==> config.mk <==
export PLATFORM = sky130hd
export DESIGN_NAME = ddr4_dm_lane_tx_sched
export DESIGN_NICKNAME = d
export VERILOG_FILES = /design/src/rtl/ddr4_dm_lane_tx_sched.sv
export SDC_FILE = /design/constraint.sdc
export NUM_CORES = 1
export LEC_CHECK = 0
export ABC_AREA = 0
export CORE_AREA = 3 3 119 121
export CTS_BUF_LIST = sky130_fd_sc_hd__clkbuf_2
export CTS_CLUSTER_SIZE = 30
export DETAILED_ROUTE_END_ITERATION = 8
export DIE_AREA = 0 0 122 124
export GPL_ROUTABILITY_DRIVEN = 0
export PLACE_DENSITY = 0.76
export REMOVE_ABC_BUFFERS = 1
export SLEW_MARGIN = 20
export SYNTH_ARGS = -nofsm -noshare
export SYNTH_HDL_FRONTEND = slang
export SYNTH_SLANG_ARGS = --single-unit
==> constraint.sdc <==
create_clock -name FAB_CLK -period 12.8 [get_ports FAB_CLK]
set_clock_uncertainty 0.1 [all_clocks]
set_input_delay 1.92 -clock FAB_CLK [delete_from_list [all_inputs] [get_ports FAB_CLK]]
set_output_delay 1.92 -clock FAB_CLK [all_outputs]
set_load 0.005 [all_outputs]
==> src/rtl/ddr4_dm_lane_tx_sched.sv <==
// DDR4 DM lane write scheduler: mask FIFO, CWL-aligned burst release, OE pre/postamble, delay-line stepping.
// Build option DDR4_DM_UNDERRUN_CNT_EN adds a saturating 16-bit underrun counter on UNDERRUN_CNT.
module ddr4_dm_lane_tx_sched #(
  parameter int FIFO_DEPTH = 8,
  parameter int CWL_MAX    = 31
) (
  input  logic        FAB_CLK,
  input  logic        TX_SYNC_RST,
  input  logic [4:0]  CWL_CFG,
  input  logic        WR_CMD,
  input  logic        WR_MASK_VALID,
  output logic        WR_MASK_READY,
  input  logic [7:0]  WR_MASK,
  output logic [7:0]  TX_DATA,
  output logic [3:0]  OE_DATA,
  output logic        BUSY,
  output logic        UNDERRUN,
  output logic [15:0] UNDERRUN_CNT,
  input  logic        DLY_REQ,
  input  logic        DLY_DIR,
  input  logic [7:0]  DLY_STEPS,
  output logic        DLY_BUSY,
  output logic        DLY_DONE,
  output logic        DLY_OOR,
  output logic        DELAY_LINE_MOVE,
  output logic        DELAY_LINE_DIRECTION,
  output logic        DELAY_LINE_LOAD,
  input  logic        DELAY_LINE_OUT_OF_RANGE
);
  localparam int AW = $clog2(FIFO_DEPTH);
  localparam int CW = AW + 1;

  typedef enum logic [1:0] {S_IDLE, S_MOVE, S_WAIT, S_DONE} dly_state_t;

  logic [30:0]   trk_q;
  logic [31:0]   trk_v;
  logic [30:0]   win;
  logic [4:0]    cwl;
  logic          b_now, b_ahead;
  logic [7:0]    mem_q [FIFO_DEPTH];
  logic [AW-1:0] wr_ptr_q, rd_ptr_q;
  logic [CW-1:0] cnt_q, cnt_d;
  logic          empty, full, push, pop, underrun_now;
  logic [7:0]    head, tx_q, tx_d;
  logic [3:0]    oe_q, oe_d;
  logic          burst_q, underrun_q;
  dly_state_t    st_q, st_d;
  logic [7:0]    steps_q, steps_d;
  logic          dir_q, dir_d, oor_q, oor_d;

  always_comb begin
    cwl = CWL_CFG;
    if (CWL_CFG == 5'd0 || int'(CWL_CFG) > CWL_MAX) cwl = 5'd1;
  end

  // trk_v[k] is the WR_CMD seen k cycles ago (k=0 is this cycle), so the
  // bit at cwl-1 decides the registered burst for the next cycle.
  assign trk_v   = {trk_q, WR_CMD};
  assign b_now   = trk_v[cwl - 5'd1];
  assign b_ahead = (cwl >= 5'd2) ? trk_v[cwl - 5'd2] : 1'b0;
  assign win     = (31'd1 << (cwl - 5'd1)) - 31'd1;
  assign BUSY    = (|(trk_q & win)) | burst_q;

  // Mask bytes transfer on any cycle where WR_MASK_VALID and WR_MASK_READY are
  // both high; READY also rises while full on a cycle whose burst pops the head.
  assign empty         = (cnt_q == '0);
  assign full          = (cnt_q == CW'(FIFO_DEPTH));
  assign head          = mem_q[rd_ptr_q];
  assign pop           = b_now & ~empty;
  assign underrun_now  = b_now & empty;
  assign WR_MASK_READY = ~full | pop;
  assign push          = WR_MASK_VALID & WR_MASK_READY;
  assign cnt_d         = cnt_q + CW'(push) - CW'(pop);

  always_ff @(posedge FAB_CLK) begin
    if (push) mem_q[wr_ptr_q] <= WR_MASK;
  end

  always_comb begin
    tx_d = 8'hFF;
    oe_d = {b_ahead, 3'b000} | {3'b000, burst_q};
    if (b_now) begin
      tx_d = empty ? 8'h00 : ~head;
      oe_d = 4'hF;
    end
  end

  always_comb begin
    st_d    = st_q;
    steps_d = steps_q;
    dir_d   = dir_q;
    oor_d   = oor_q;
    case (st_q)
      S_IDLE: if (DLY_REQ) begin
        dir_d   = DLY_DIR;
        steps_d = DLY_STEPS;
        oor_d   = 1'b0;
        st_d    = (DLY_STEPS == 8'd0) ? S_DONE : S_MOVE;
      end
      // Taps never move while the DM pad is driven.
      S_MOVE: if (oe_q == 4'h0) st_d = S_WAIT;
      S_WAIT: begin
        steps_d = steps_q - 8'd1;
        if (DELAY_LINE_OUT_OF_RANGE) begin
          oor_d = 1'b1;
          st_d  = S_DONE;
        end else if (steps_q != 8'd1) begin
          st_d = S_MOVE;
        end else begin
          st_d = S_DONE;
        end
      end
      S_DONE:  st_d = S_IDLE;
      default: st_d = S_IDLE;
    endcase
  end

  always_ff @(posedge FAB_CLK) begin
    if (TX_SYNC_RST) begin
      trk_q      <= '0;
      wr_ptr_q   <= '0;
      rd_ptr_q   <= '0;
      cnt_q      <= '0;
      tx_q       <= 8'hFF;
      oe_q       <= 4'h0;
      burst_q    <= 1'b0;
      underrun_q <= 1'b0;
      st_q       <= S_IDLE;
      steps_q    <= 8'd0;
      dir_q      <= 1'b0;
      oor_q      <= 1'b0;
    end else begin
      trk_q      <= trk_v[30:0];
      wr_ptr_q   <= push ? wr_ptr_q + AW'(1) : wr_ptr_q;
      rd_ptr_q   <= pop ? rd_ptr_q + AW'(1) : rd_ptr_q;
      cnt_q      <= cnt_d;
      tx_q       <= tx_d;
      oe_q       <= oe_d;
      burst_q    <= b_now;
      underrun_q <= underrun_q | underrun_now;
      st_q       <= st_d;
      steps_q    <= steps_d;
      dir_q      <= dir_d;
      oor_q      <= oor_d;
    end
  end

`ifdef DDR4_DM_UNDERRUN_CNT_EN
  logic [15:0] ucnt_q;
  always_ff @(posedge FAB_CLK) begin
    if (TX_SYNC_RST) ucnt_q <= 16'd0;
    else if (underrun_now && ucnt_q != 16'hFFFF) ucnt_q <= ucnt_q + 16'd1;
  end
  assign UNDERRUN_CNT = ucnt_q;
`else
  assign UNDERRUN_CNT = 16'd0;
`endif

  assign TX_DATA              = tx_q;
  assign OE_DATA              = oe_q;
  assign UNDERRUN             = underrun_q;
  assign DLY_BUSY             = (st_q != S_IDLE);
  assign DLY_DONE             = (st_q == S_DONE);
  assign DLY_OOR              = (st_q == S_DONE) & oor_q;
  assign DELAY_LINE_MOVE      = (st_q == S_MOVE) & (oe_q == 4'h0);
  assign DELAY_LINE_DIRECTION = (st_q != S_IDLE) & dir_q;
  assign DELAY_LINE_LOAD      = 1'b0;
endmodule

==> flow_metrics.py <==
metrics = {
    "yosys": {
        "seq_area_frac_synth_pct": 45.9,
        "synth_edf_count": 64,
        "ys_async_sr_fraction_pct": 0,
        "synthTopCellsByArea": "edfxtp_1 (27%), dfxtp_1 (19%), mux4_2 (6.0%), nor2_1 (3.5%), o21ai_0 (2.8%)",
        "yosys_warnings": 0,
        "synth_top_cell_by_area": "edfxtp_1",
        "syn_inst": 693,
        "ys_ff_latch": 132,
        "synthFlopType": "dfxtp_1",
        "avgSynthCellArea_um2": 10.3,
        "yosysMostFrequentCell": "dfxtp_1",
        "yosysUniqueCellTypes": 78,
        "post-synth-top-area-fraction_pct": 26.9,
        "yosys-top-cells-count": "dfxtp_1 (68), nor2_1 (66), edfxtp_1 (64)",
        "syn-cell-area_um2": 7150,
    },
    "timing": {
        "fin_crit_sh_pct": 73.3,
        "tightestPinTransition_ns": 0.967,
        "setup-tns-final_ns": 0,
        "rsz0062_at_grt": "no",
        "final-max-slew-violation-count": 0,
        "hold_violations": 0,
        "relSlewSlack_pct": 35.3,
        "setup_viol": 0,
        "fin_crit_ns": 9.38,
        "fmax_mhz": 107,
    },
    "floorplan": {
        "io_pins": 65,
        "die_w_um": 122,
        "dieHeight_um": 124,
        "num_rows": 42,
        "coreArea_um2": 13200,
        "die-area_um2": 15100,
        "start_util_pct": 54.2,
    },
    "setup_path": {
        "r2r_start": "trk_q[0]",
        "r2r_end": "cnt_q[2]",
        "crit_type": "input pin to primary output",
        "reg2reg_depth": 13,
        "path_max_fanout": 21,
        "cp-end-kind": "primary output",
        "start_kind": "input pin",
        "worstPathArrival_ns": 7.36,
        "r2r_setup_slack_ns": 9.38,
        "crit_start": "CWL_CFG[3]",
        "crit_end": "BUSY",
        "cp.required_ns": 10.78,
    },
    "job": {
        "timing.max_cap.violations": 0,
    },
    "grt": {
        "grt_antenna_before_repair": 0,
        "grt_pass1_wl_um": 28300,
        "gr-total-overflow": 0,
        "grt_pass1_vias": 5487,
        "track_usage_pct": 24.3,
        "grt_max_degree": 56,
    },
    "place": {
        "dpl.cell_count": 880,
        "hpwl_um": 12600,
        "placed_area_um2": 7650,
        "portBuffers": 47,
    },
    "hold_path": {
        "hold_class": "register to register",
        "min_from": "dir_q",
    },
    "cells_and_area": {
        "final_util_pct": 60.1,
        "drive_above_1_share_pct": 12.1,
        "nets": 767,
        "syn_to_final_growth_pct": 10.9,
        "design_area_um2": 7930,
        "n_antenna_cell": 0,
        "instances_no_fill": 912,
    },
    "clocking": {
        "cts_resized": 0,
        "tritoncts": "yes",
        "clock_path_buffers": 2,
        "cts_buffers": 17,
        "post_cts_buffers": 0,
        "numClockSinks": 132,
        "root_buffer": "clkbuf_2",
        "clkTransAtPathRegs_ns": 0.20,
        "holdBufCountCts": 0,
        "htreeDepth": 4,
        "clk_latency_ns": 0.66,
    },
    "drt": {
        "vias": 5876,
        "drc_errors": 0,
        "drt_iter0_drc": 971,
        "via_per_inst": 6.44,
        "dr.pass1.iters": 7,
        "post_drt_wl_per_cell_um": 19.8,
        "drtAntennaViolNets": 0,
        "drt-total-wl_um": 18000,
    },
    "status": {
        "outcome": "finished, final reports clean",
    },
    "power": {
        "p_total_mw": 1.03,
        "ir_drop_v": 0.000115,
        "powerDensity_nw_per_um2": 129,
        "power_leakage_nw": 2.77,
    },
}
[final cells by class]
| type | instances | area (µm²) |
|---|---|---|
| inverters | 38 | 150 |
| fillers | 1069 | 5260 |
| flip-flops and latches | 132 | 3280 |
| multi-input cells | 478 | 3470 |
| clock inverters | 15 | 186 |
| repair buffers | 56 | 533 |
| well taps | 176 | 220 |
| clock buffers | 17 | 85.1 |
[state kept, by name (all words and copies together) (netlist names), named ones only]
name,cells
OE_DATA,3
TX_DATA,8
UNDERRUN,1
cnt_q,4
dir_q,1
mem_q,64
oor_q,1
rd_ptr_q,3
st_q,2
steps_q,8
trk_q,31
wr_ptr_q,3
[power breakdown]
| group | internal (mW) | switching [mW] | total (mW) |
|---|---|---|---|
| Combinational | 0.118 | 0.135 | 0.253 |
| Sequential | 0.473 | 0.0290 | 0.502 |
| Clock | 0.0988 | 0.173 | 0.271 |
| Total | 0.690 | 0.337 | 1.03 |
[placed cells by master, fill, tap and decap left out, drive strengths merged, types with 10 or more instances in the layout]
cell           instances
a21oi                 30
mux4                  25
ha                    15
conb                  17
a211oi                12
inv                   44
edfxtp                64
buf                   10
nor2b                 18
clkdlybuf4s50         46
nand2                 45
dfxtp                 68
nor2                  66
nor3                  20
nand3                 12
o21ai                 41
o211ai                18
clkbuf                17
[cells by family after synthesis]
group	after synthesis	share of synthesized area, %
multiplexers	40	10.4
buffers and inverters	99	6.60
AND/OR/NAND/NOR	218	15.6
AO/OA/AOI/OAI	178	17.3
XOR/XNOR	9	1.10
other	1	0.0525
adder cells (fa/ha/maj)	16	2.91
flip-flops	132	45.9
[worst min path at each step]
stage,slack [ns],endpoint,cells past startpoint
after CTS,0.37,dir_q,2
after global routing,0.40,oor_q,2
after global placement,0.34,dir_q,2
after detailed placement,0.35,dir_q,2
after floorplan,0.33,dir_q,2
final,0.37,dir_q,2
[per-layer routing]
| layer | track usage, % | wire length (µm) | up-vias |
|---|---|---|---|
| met3 | 6.95 | 1820 | 106 |
| met4 | 13.5 | 1020 | 0 |
| met1 | 29.6 | 6680 | 2737 |
| li1 | - | - | 2637 |
| met5 | 0 | 0 | - |
| met2 | 39.2 | 8530 | 396 |
[through the flow]
step / worst slack (ns) / hold WS, ns
floorplan: 5.09 / 0.326
global placement: 3.75 / 0.343
detailed placement: 3.61 / 0.346
CTS: 3.59 / 0.369
global route: 3.10 / 0.404
finish: 3.42 / 0.370
[critical path, cell delays in order]
cell and delay, ns:
clkdlybuf4s50_1 0.74, or4_4 0.70, nand2_8 0.14, inv_8 0.06, ha_1 0.23, ha_1 0.47, o211ai_1 0.32, or3_1 0.18
ha_1 0.53, nor2_1 0.16, a32o_1 0.30, a2111oi_0 0.53, nand4_1 0.22, and4b_1 0.29, nand4_1 0.09, clkdlybuf4s50_1 0.47
(Power assumes the default switching activity.)
